===== src/rtl/regional_bus_arbiter.sv =====
// -----------------------------------------------------------------------------
// regional_bus_arbiter
//
// Round-robin arbiter in front of the regional peripheral decoder. Shares the
// single-master regional bus between NM requesters (core data port, DMA,
// debug). One master is granted at a time; its command is latched onto the
// slave side and held stable until the slave acks. Read data and a one-cycle
// ack pulse are then returned to the granted master.
//
// Sequence per transfer: IDLE (arbitrate + latch) -> BUSY (s_req_o high,
// wait for s_ack_i) -> RESP (m_ack_o pulse, advance pointer) -> IDLE.
// The master just served becomes lowest priority for the next arbitration.
//
// Optional feature (macro RBA_TIMEOUT_EN):
//   When defined, a 16-bit counter watches BUSY. If the slave has not acked
//   by the TIMEOUT_CYC-th BUSY cycle, the transfer is terminated with
//   m_data_o = 0 and m_err_o pulsed together with m_ack_o. An ack arriving in
//   that final cycle still wins. When undefined, BUSY waits forever and
//   m_err_o is tied low.
//
// Parameters:
//   NM          number of masters (2..8)
//   TIMEOUT_CYC BUSY cycles before a forced error response (RBA_TIMEOUT_EN)
//
// Ports:
//   clk        clock
//   rst        asynchronous reset, active low
//   m_req_i    per-master request, held until that master's ack
//   m_we_i     per-master write enable
//   m_addr_i   per-master address, master k at [32k+31:32k]
//   m_data_i   per-master write data, same packing
//   m_data_o   shared read data, valid while any m_ack_o bit is high
//   m_ack_o    one-cycle completion pulse to the granted master
//   m_err_o    one-cycle error pulse, coincident with m_ack_o
//   s_req_o    slave request (high throughout BUSY)
//   s_we_o     slave write enable (latched)
//   s_addr_o   slave address (latched)
//   s_data_o   slave write data (latched)
//   s_data_i   slave read data, valid with s_ack_i
//   s_ack_i    slave ack, may be combinational on s_req_o
// -----------------------------------------------------------------------------
module regional_bus_arbiter #(
  parameter int NM          = 3,
  parameter int TIMEOUT_CYC = 256
) (
  input  logic             clk,
  input  logic             rst,
  input  logic [NM-1:0]    m_req_i,
  input  logic [NM-1:0]    m_we_i,
  input  logic [NM*32-1:0] m_addr_i,
  input  logic [NM*32-1:0] m_data_i,
  output logic [31:0]      m_data_o,
  output logic [NM-1:0]    m_ack_o,
  output logic [NM-1:0]    m_err_o,
  output logic             s_req_o,
  output logic             s_we_o,
  output logic [31:0]      s_addr_o,
  output logic [31:0]      s_data_o,
  input  logic [31:0]      s_data_i,
  input  logic             s_ack_i
);

  localparam int PW = (NM > 1) ? $clog2(NM) : 1;

  if (NM < 2 || NM > 8 || TIMEOUT_CYC < 1 || TIMEOUT_CYC > 65536) begin : g_param_check
    $error("regional_bus_arbiter: NM must be 2..8 and TIMEOUT_CYC 1..65536");
  end

  typedef enum logic [1:0] {
    ST_IDLE = 2'd0,
    ST_BUSY = 2'd1,
    ST_RESP = 2'd2
  } state_e;

  state_e          state_q, state_d;
  logic [PW-1:0]   ptr_q, ptr_d;
  logic [PW-1:0]   g_q, g_d;
  logic            s_we_q, s_we_d;
  logic [31:0]     s_addr_q, s_addr_d;
  logic [31:0]     s_data_q, s_data_d;
  logic [31:0]     m_data_q, m_data_d;
  logic            tmo_hit;

`ifdef RBA_TIMEOUT_EN
  logic [15:0]     tmo_q, tmo_d;
  logic            err_q, err_d;

  assign tmo_hit = (tmo_q == 16'(TIMEOUT_CYC - 1));
`else
  assign tmo_hit = 1'b0;
`endif

  // ---------------------------------------------------------------------------
  // Round-robin pick: first requester at ptr, ptr+1, ... wrapping at NM, so
  // non-power-of-two NM never selects a nonexistent master.
  // ---------------------------------------------------------------------------
  logic          found;
  logic [PW-1:0] win;

  always_comb begin : arb_c
    int            idx_int;
    logic [PW-1:0] idx;
    // NOTE: every variable written here gets a default first; a path that
    // leaves one unassigned would infer a latch.
    found   = 1'b0;
    win     = '0;
    idx_int = 0;
    idx     = '0;
    for (int i = 0; i < NM; i++) begin
      idx_int = int'(ptr_q) + i;
      if (idx_int >= NM) idx_int = idx_int - NM;
      idx = PW'(idx_int);
      if (!found && m_req_i[idx]) begin
        found = 1'b1;
        win   = idx;
      end
    end
  end

  // ---------------------------------------------------------------------------
  // Next-state logic
  // ---------------------------------------------------------------------------
  always_comb begin
    state_d  = state_q;
    ptr_d    = ptr_q;
    g_d      = g_q;
    s_we_d   = s_we_q;
    s_addr_d = s_addr_q;
    s_data_d = s_data_q;
    m_data_d = m_data_q;
`ifdef RBA_TIMEOUT_EN
    tmo_d    = tmo_q;
    err_d    = err_q;
`endif
    unique case (state_q)
      ST_IDLE: begin
        if (found) begin
          g_d      = win;
          s_we_d   = m_we_i[win];
          // Slice base is win*32; concatenation keeps the index exactly as
          // wide as the packed vector needs.
          s_addr_d = m_addr_i[{win, 5'b0} +: 32];
          s_data_d = m_data_i[{win, 5'b0} +: 32];
          state_d  = ST_BUSY;
`ifdef RBA_TIMEOUT_EN
          tmo_d    = '0;
          err_d    = 1'b0;
`endif
        end
      end
      ST_BUSY: begin
        // Ack takes precedence over the timeout in the terminal-count cycle.
        if (s_ack_i) begin
          m_data_d = s_data_i;
          state_d  = ST_RESP;
        end else if (tmo_hit) begin
          m_data_d = '0;
          state_d  = ST_RESP;
`ifdef RBA_TIMEOUT_EN
          err_d    = 1'b1;
`endif
        end else begin
`ifdef RBA_TIMEOUT_EN
          tmo_d    = tmo_q + 16'd1;
`endif
        end
      end
      ST_RESP: begin
        ptr_d   = (g_q == PW'(NM - 1)) ? '0 : g_q + 1'b1;
        state_d = ST_IDLE;
      end
      default: state_d = ST_IDLE;
    endcase
  end

  // ---------------------------------------------------------------------------
  // State registers
  // ---------------------------------------------------------------------------
  // NOTE: all state here is control or directly visible on outputs, so every
  // register is reset; no storage is left unreset to save reset routing.
  always_ff @(posedge clk or negedge rst) begin
    if (!rst) begin
      state_q  <= ST_IDLE;
      ptr_q    <= '0;
      g_q      <= '0;
      s_we_q   <= 1'b0;
      s_addr_q <= '0;
      s_data_q <= '0;
      m_data_q <= '0;
`ifdef RBA_TIMEOUT_EN
      tmo_q    <= '0;
      err_q    <= 1'b0;
`endif
    end else begin
      // NOTE: non-blocking assignments so every register samples the
      // pre-edge values regardless of statement order.
      state_q  <= state_d;
      ptr_q    <= ptr_d;
      g_q      <= g_d;
      s_we_q   <= s_we_d;
      s_addr_q <= s_addr_d;
      s_data_q <= s_data_d;
      m_data_q <= m_data_d;
`ifdef RBA_TIMEOUT_EN
      tmo_q    <= tmo_d;
      err_q    <= err_d;
`endif
    end
  end

  // ---------------------------------------------------------------------------
  // Outputs
  // ---------------------------------------------------------------------------
  assign s_req_o  = (state_q == ST_BUSY);
  assign s_we_o   = s_we_q;
  assign s_addr_o = s_addr_q;
  assign s_data_o = s_data_q;
  assign m_data_o = m_data_q;

  always_comb begin
    m_ack_o = '0;
    if (state_q == ST_RESP) m_ack_o[g_q] = 1'b1;
  end

`ifdef RBA_TIMEOUT_EN
  always_comb begin
    m_err_o = '0;
    if (state_q == ST_RESP && err_q) m_err_o[g_q] = 1'b1;
  end
`else
  assign m_err_o = '0;
`endif

endmodule


===== config.mk =====
export PLATFORM = sky130hd
export DESIGN_NAME = regional_bus_arbiter
export DESIGN_NICKNAME = d
export VERILOG_FILES = /design/src/rtl/regional_bus_arbiter.sv
export SDC_FILE = /design/constraint.sdc
export NUM_CORES = 1
export LEC_CHECK = 0
export BUFFER_PORTS_ARGS = -buffer_cell sky130_fd_sc_hd__buf_2
export CAP_MARGIN = 20
export CORE_AREA = 2 2 131 133
export CTS_CLUSTER_DIAMETER = 150
export CTS_CLUSTER_SIZE = 40
export DETAILED_ROUTE_END_ITERATION = 10
export DIE_AREA = 0 0 133 135
export PLACE_DENSITY = 0.75
export SLEW_MARGIN = 20
export SYNTH_ARGS = -nofsm -noshare
export SYNTH_HDL_FRONTEND = slang
export SYNTH_SLANG_ARGS = --single-unit

===== constraint.sdc =====
create_clock -name clk -period 5.04 [get_ports clk]
set_input_delay 0.756 -clock clk [delete_from_list [all_inputs] [get_ports clk]]
set_output_delay 0.756 -clock clk [all_outputs]
set_load 0.02 [all_outputs]

==> flow_summary_export.csv, run 1 <==
group,metric,value,unit
status,outcome,"complete, no violations",
floorplanning,die_h,135,um
sta,fmax,328,MHz
routing,drt-initial-drc-count,184,
final_layout,area_growth,40.5,%
final_layout,diodes,0,
floorplanning,dieArea,18000,um^2
sta,fin_crit,3.05,ns
logic_synthesis,synth_warnings,0,
worst_setup_path,reg2reg_from,"ptr_q[0]",
worst_setup_path,crit_arrival,3.25,ns
worst_setup_path,r2r-end,"s_addr_o[18]",
place,dp_cells,1004,
clock_network,clk_latency,0.36,ns
sta,setup_viol,0,
global_route,antenna_found_initial,0,
place,place_congestion,0.796,
floorplanning,pin_count,337,
global_route,grt_max_degree,68,
worst_setup_path,critical_path.startpoint,"ptr_q[0]",
clock_network,cts_resized,0,
worst_setup_path,crit_fanout,36,
worst_setup_path,cp.required,5.25,ns
clock_network,cts_buffers,9,
global_route,grt.overflow.total,0,
clock_network,cts_tree,"built",
power,ir_worst_vdd,0.588,mV
sta,maxSlewViolCount,0,
final_layout,layout_commonest_cell,"buf_2",
clock_network,htreeDepth,3,
logic_synthesis,synthCells,484,
routing,drc,0,
logic_synthesis,synth_edf_count,0,
global_route,grt_pass1_wl,24400,um
sta,finalWorstSetupSlack,1.99,ns
logic_synthesis,ys_ff_latch,103,
routing,viasPerCell,4.80,
sta,maxSlewHeadroom,32.5,%
clock_network,clock_path_buffers,2,
place,portBuffers,333,
worst_setup_path,end_kind,"flop",
worst_setup_path,startpoint_type,"flop",
floorplanning,core,16400,um^2
clock_network,clk_pin_slew,0.08,ns
final_layout,nFillCells,1561,
power,p_per_area,679,nW/um^2
clock_network,clock-root-buffer,"clkbuf_16",
routing,post_drt_wl_per_cell,15.6,um
sta,final-hold-violation-count,0,
logic_synthesis,ys_seq_area_share,49.5,%
logic_synthesis,synth.avg_cell_area,10.8,um^2
sta,setup_tns,0,ns
logic_synthesis,synth.distinct_cells,33,
clock_network,ctsHoldBuffers,0,
global_route,grt_usage,17.2,%
sta,fin_crit_sh,60.5,%
routing,ant_nets,0,
floorplanning,chipWidth,133,um
worst_setup_path,path_class,"reg -> reg",
worst_setup_path,endpoint,"s_addr_o[18]",
worst_setup_path,r2r_setup_slack,1.99,ns
sta,rsz0062_at_grt,"false",
clock_network,postCtsSetupBuffers,0,
power,p_leak,3.96,nW
routing,dr.pass1.iters,4,
routing,num_vias,4896,
worst_setup_path,worst-r2r-cell-count,8,
logic_synthesis,synth-main-ff-cell,"dfrtp_1",
routing,wirelength,15900,um
logic_synthesis,synthArstFlopShare,100,%
final_layout,nNetsFinal,1032,
final_layout,final_cell_mix,"buf_2 (332), dfrtp_1 (103), mux2i_1 (68), and3_1 (66), a21oi_1 (65)",
place,dp.final_hpwl,12100,um
global_route,grt_pass1_vias,4764,
sta,worst-slew-pin-transition,1.01,ns
floorplanning,rows,47,
floorplanning,start_util,31.8,%
final_layout,finalNonFillerCells,1020,
sta,skew,0.0125,ns
clock_network,cts.sinks,103,
logic_synthesis,syn-cell-area,5210,um^2
flow_run,drv_cap,0,
place,dp_slack,1.94,ns
min_path,hold_class,"in -> async",
final_layout,drive_gt1_share,49.4,%
-- how the worst min path moves through the flow --
| stage | to | cells after the start |
|---|---|---|
| floorplan | g_q[0] | 0 |
| global placement | s_addr_o[20] | 2 |
| detailed placement | s_data_o[13] | 2 |
| CTS | m_data_o[26] | 1 |
| global route | m_data_o[23] | 1 |
| finish | m_data_o[23] | 1 |
-- kinds of logic (layout without fill, tap and decap cells) --
family / Yosys count / in the layout / synth area share, %
other cells: 1 / 3 / 0.0720
fa+ha+maj: 4 / 4 / 0.960
mux: 100 / 100 / 20.0
buf+inv: 48 / 362 / 4.90
compound gates: 142 / 142 / 14.5
simple gates: 86 / 86 / 10.1
flops: 103 / 103 / 49.5
-- synth_stat cells, types with 2 or more instances --
cell        n  area share, %
a21o_1      2           0.29
a21oi_1    65            6.2
and3_1     66            7.9
buf_1       3           0.22
buf_2      12            1.2
buf_4      10            1.4
buf_6       3           0.65
clkbuf_1   14            1.0
dfrtp_1   103             49
ha_1        4           0.96
inv_1       6           0.43
mux2_2     32            6.9
mux2i_1    68             13
nand2_1     2           0.14
nand3b_1    2           0.29
nor2_1      5           0.36
nor2b_1     3           0.36
nor3_1      2           0.19
nor3b_1     3           0.43
o21ai_0    11            1.1
o21ai_1    56            5.4
-- routing by layer --
| layer | GRT usage, % | up-vias | share of wire [%] |
|---|---|---|---|
| met2 | 32.2 | 196 | 53 |
| met5 | 0 | - | 0 |
| met1 | 19.3 | 2309 | 39 |
| li1 | - | 2377 | - |
| met4 | 6.51 | 0 | 1.5 |
| met3 | 3.30 | 14 | 6.5 |
-- critical path: stages, from the launching register on --
cell,delay (ns)
dfrtp_1,0.43
inv_1,0.10
ha_1,0.31
mux2i_1,0.30
o21ai_1,0.17
o41ai_4,0.34
or2_2,0.60
buf_4,0.47
o21ai_0,0.16
-- sequential cells by signal, indices dropped and copies added, names as in the netlist --
register and cells:
state_q 2, s_data_o 32, m_data_o 32, s_we_o 1
g_q 2, ptr_q 2, s_addr_o 32
-- through the flow --
step | cell area (um^2) | power [mW] | hold WS, ns | utilization [%]
after floorplan | 5220 | 3.48 | 0.460 | -
after global placement | 7010 | 4.25 | 0.467 | 42.8
after detailed placement | 7010 | 4.33 | 0.478 | 42.8
after CTS | 7320 | 5.05 | 0.440 | 44.6
after global routing | 7320 | 5.34 | 0.459 | 44.6
final | 7320 | 4.97 | 0.424 | 44.6
-- power by group --
group	leakage (nW)	internal, mW	switching [mW]
Clock	0.149	0.355	0.353
Sequential	1.25	1.26	0.204
Combinational	2.56	1.06	1.74
Total	3.96	2.67	2.30
-- area by class of cell --
class	count	area (um^2)	share of cell area [%]
Clock buffer	9	225	3.08
Tap cell	220	275	3.76
Sequential cell	103	2580	35.2
Multi-Input combinational cell	335	2420	33.0
Inverter	6	22.5	0.308
Timing Repair Buffer	340	1720	23.5
Clock inverter	7	83.8	1.14
No activity file was read; power rests on OpenSTA's default activity.
==> inputs of run 2 (changes only) <==
==> constraint.sdc (replaced) <==
create_clock -name clk -period 3 [get_ports clk]
set_input_delay 0.45 -clock clk [delete_from_list [all_inputs] [get_ports clk]]
set_output_delay 0.45 -clock clk [all_outputs]
set_load 0.02 [all_outputs]
==> flow_summary_export.csv, run 2 (synthesis results as in run 1) <==
group,metric,value,unit
status,outcome,"complete, no violations",
floorplanning,start_util,31.8,%
power,p_leak,4.00,nW
flow_run,drv_cap,0,
sta,final-hold-violation-count,0,
worst_setup_path,r2r-end,"s_addr_o[24]",
floorplanning,chipWidth,133,um
sta,fin_crit,2.74,ns
place,dp_slack,0.327,ns
worst_setup_path,cp.required,3.22,ns
power,p_per_area,1160,nW/um^2
clock_network,cts_buffers,9,
global_route,grt.overflow.total,0,
clock_network,cts_tree,"built",
routing,post_drt_wl_per_cell,15.8,um
place,dp.final_hpwl,12100,um
worst_setup_path,crit_arrival,2.96,ns
worst_setup_path,crit_fanout,56,
place,place_congestion,0.781,
global_route,grt_pass1_wl,24600,um
routing,dr.pass1.iters,5,
sta,finalWorstSetupSlack,0.258,ns
power,p_clk_share,14.0,%
place,portBuffers,333,
power,p_int,4.65,mW
sta,fmax,365,MHz
routing,viasPerCell,4.79,
power,p_comb_share,57.4,%
clock_network,postCtsSetupBuffers,0,
clock_network,htreeDepth,3,
min_path,hold_class,"in -> async",
clock_network,clk_latency,0.35,ns
routing,num_vias,4905,
worst_setup_path,critical_path.startpoint,"ptr_q[1]",
final_layout,nNetsFinal,1035,
routing,wirelength,16100,um
power,ir_worst_vdd,0.555,mV
clock_network,ctsHoldBuffers,0,
clock_network,cts.sinks,103,
worst_setup_path,worst-r2r-cell-count,9,
final_layout,final_cell_mix,"buf_2 (332), dfrtp_1 (103), mux2i_1 (68), and3_1 (66), a21oi_1 (65)",
floorplanning,rows,47,
clock_network,clock_path_buffers,2,
clock_network,clock-root-buffer,"clkbuf_16",
global_route,antenna_found_initial,0,
global_route,grt_max_degree,68,
routing,drc,0,
power,p_seq_share,28.6,%
sta,skew,0.0131,ns
floorplanning,pin_count,337,
final_layout,drive_gt1_share,49.6,%
floorplanning,dieArea,18000,um^2
routing,drt-initial-drc-count,182,
sta,worst-slew-pin-transition,0.615,ns
worst_setup_path,r2r_setup_slack,0.26,ns
worst_setup_path,reg2reg_from,"ptr_q[1]",
clock_network,clk_pin_slew,0.08,ns
power,swShare,45.8,%
final_layout,diodes,0,
worst_setup_path,path_class,"reg -> reg",
sta,maxSlewHeadroom,59.0,%
sta,rsz0062_at_grt,"false",
global_route,grt_pass1_vias,4858,
routing,ant_nets,0,
final_layout,postLayoutCoreUtil,45.2,%
final_layout,layout_commonest_cell,"buf_2",
sta,setup_tns,0,ns
sta,setup_viol,0,
worst_setup_path,end_kind,"flop",
global_route,grt_usage,17.3,%
power,p_sw,3.93,mW
final_layout,area_growth,42.4,%
worst_setup_path,startpoint_type,"flop",
clock_network,cts_resized,0,
floorplanning,die_h,135,um
floorplanning,core,16400,um^2
sta,maxSlewViolCount,0,
sta,fin_crit_sh,91.4,%
[run 2: cell types whose count changed in the layout (fill, tap and decap cells not counted)]
cell | before | now
buf_12 | 0 | 6
buf_4 | 8 | 5
clkinv_8 | 3 | 2
inv_6 | 3 | 1
inv_8 | 0 | 3
[run 2: power groups by stage]
stage               combinational (mW)  clock [mW]  sequential (mW)
global placement                  4.90           0             2.45
global route                      5.34        1.30             2.55
finish                            4.93        1.20             2.45
CTS                               4.99        1.25             2.45
floorplan                         2.58           0             3.27
detailed placement                5.00           0             2.47
[run 2: metrics by stage]
step | std cells | power (mW) | cell area [um^2] | hold slack, ns
3_5_place_dp | 1007 | 7.47 | 7110 | 0.474
3_3_place_gp | 1007 | 7.36 | 7110 | 0.465
4_1_cts | 1023 | 8.69 | 7420 | 0.117
6_report | 1023 | 8.58 | 7420 | 0.0944
5_1_grt | 1023 | 9.19 | 7420 | 0.137
2_1_floorplan | 486 | 5.85 | 5220 | 0.154
[run 2: cell type report]
type	count	area [um^2]
multi-input cells	335	2420
clock inverters	7	83.8
fillers	1580	8990
flip-flops and latches	103	2580
repair buffers	343	1820
inverters	6	22.5
clock buffers	9	225
well taps	220	275
[run 2: worst max-delay path: stages, from the launching register on]
cell and delay [ns]:
dfrtp_1 0.42, inv_1 0.09, ha_1 0.25, mux2i_1 0.33
o22ai_2 0.21, o41a_2 0.67, buf_12 0.23, and3_1 0.20
a21oi_1 0.10, o21ai_0 0.09
[run 2: worst max path at each step]
stage	depth (start not counted)	end	slack, ns
2_1_floorplan	10	s_data_o[11]	0.74
3_5_place_dp	9	s_addr_o[21]	0.33
3_3_place_gp	9	s_addr_o[24]	0.41
5_1_grt	9	s_addr_o[18]	0.10
6_report	9	s_addr_o[24]	0.26
4_1_cts	9	s_addr_o[15]	0.32
[run 2: metal layers]
metal	GRT usage (%)	vias to the layer above	routed length, um
li1	-	2379	-
met1	20.0	2308	6410
met2	31.6	201	8320
met3	3.83	17	1090
met4	5.56	0	327
met5	0	-	0
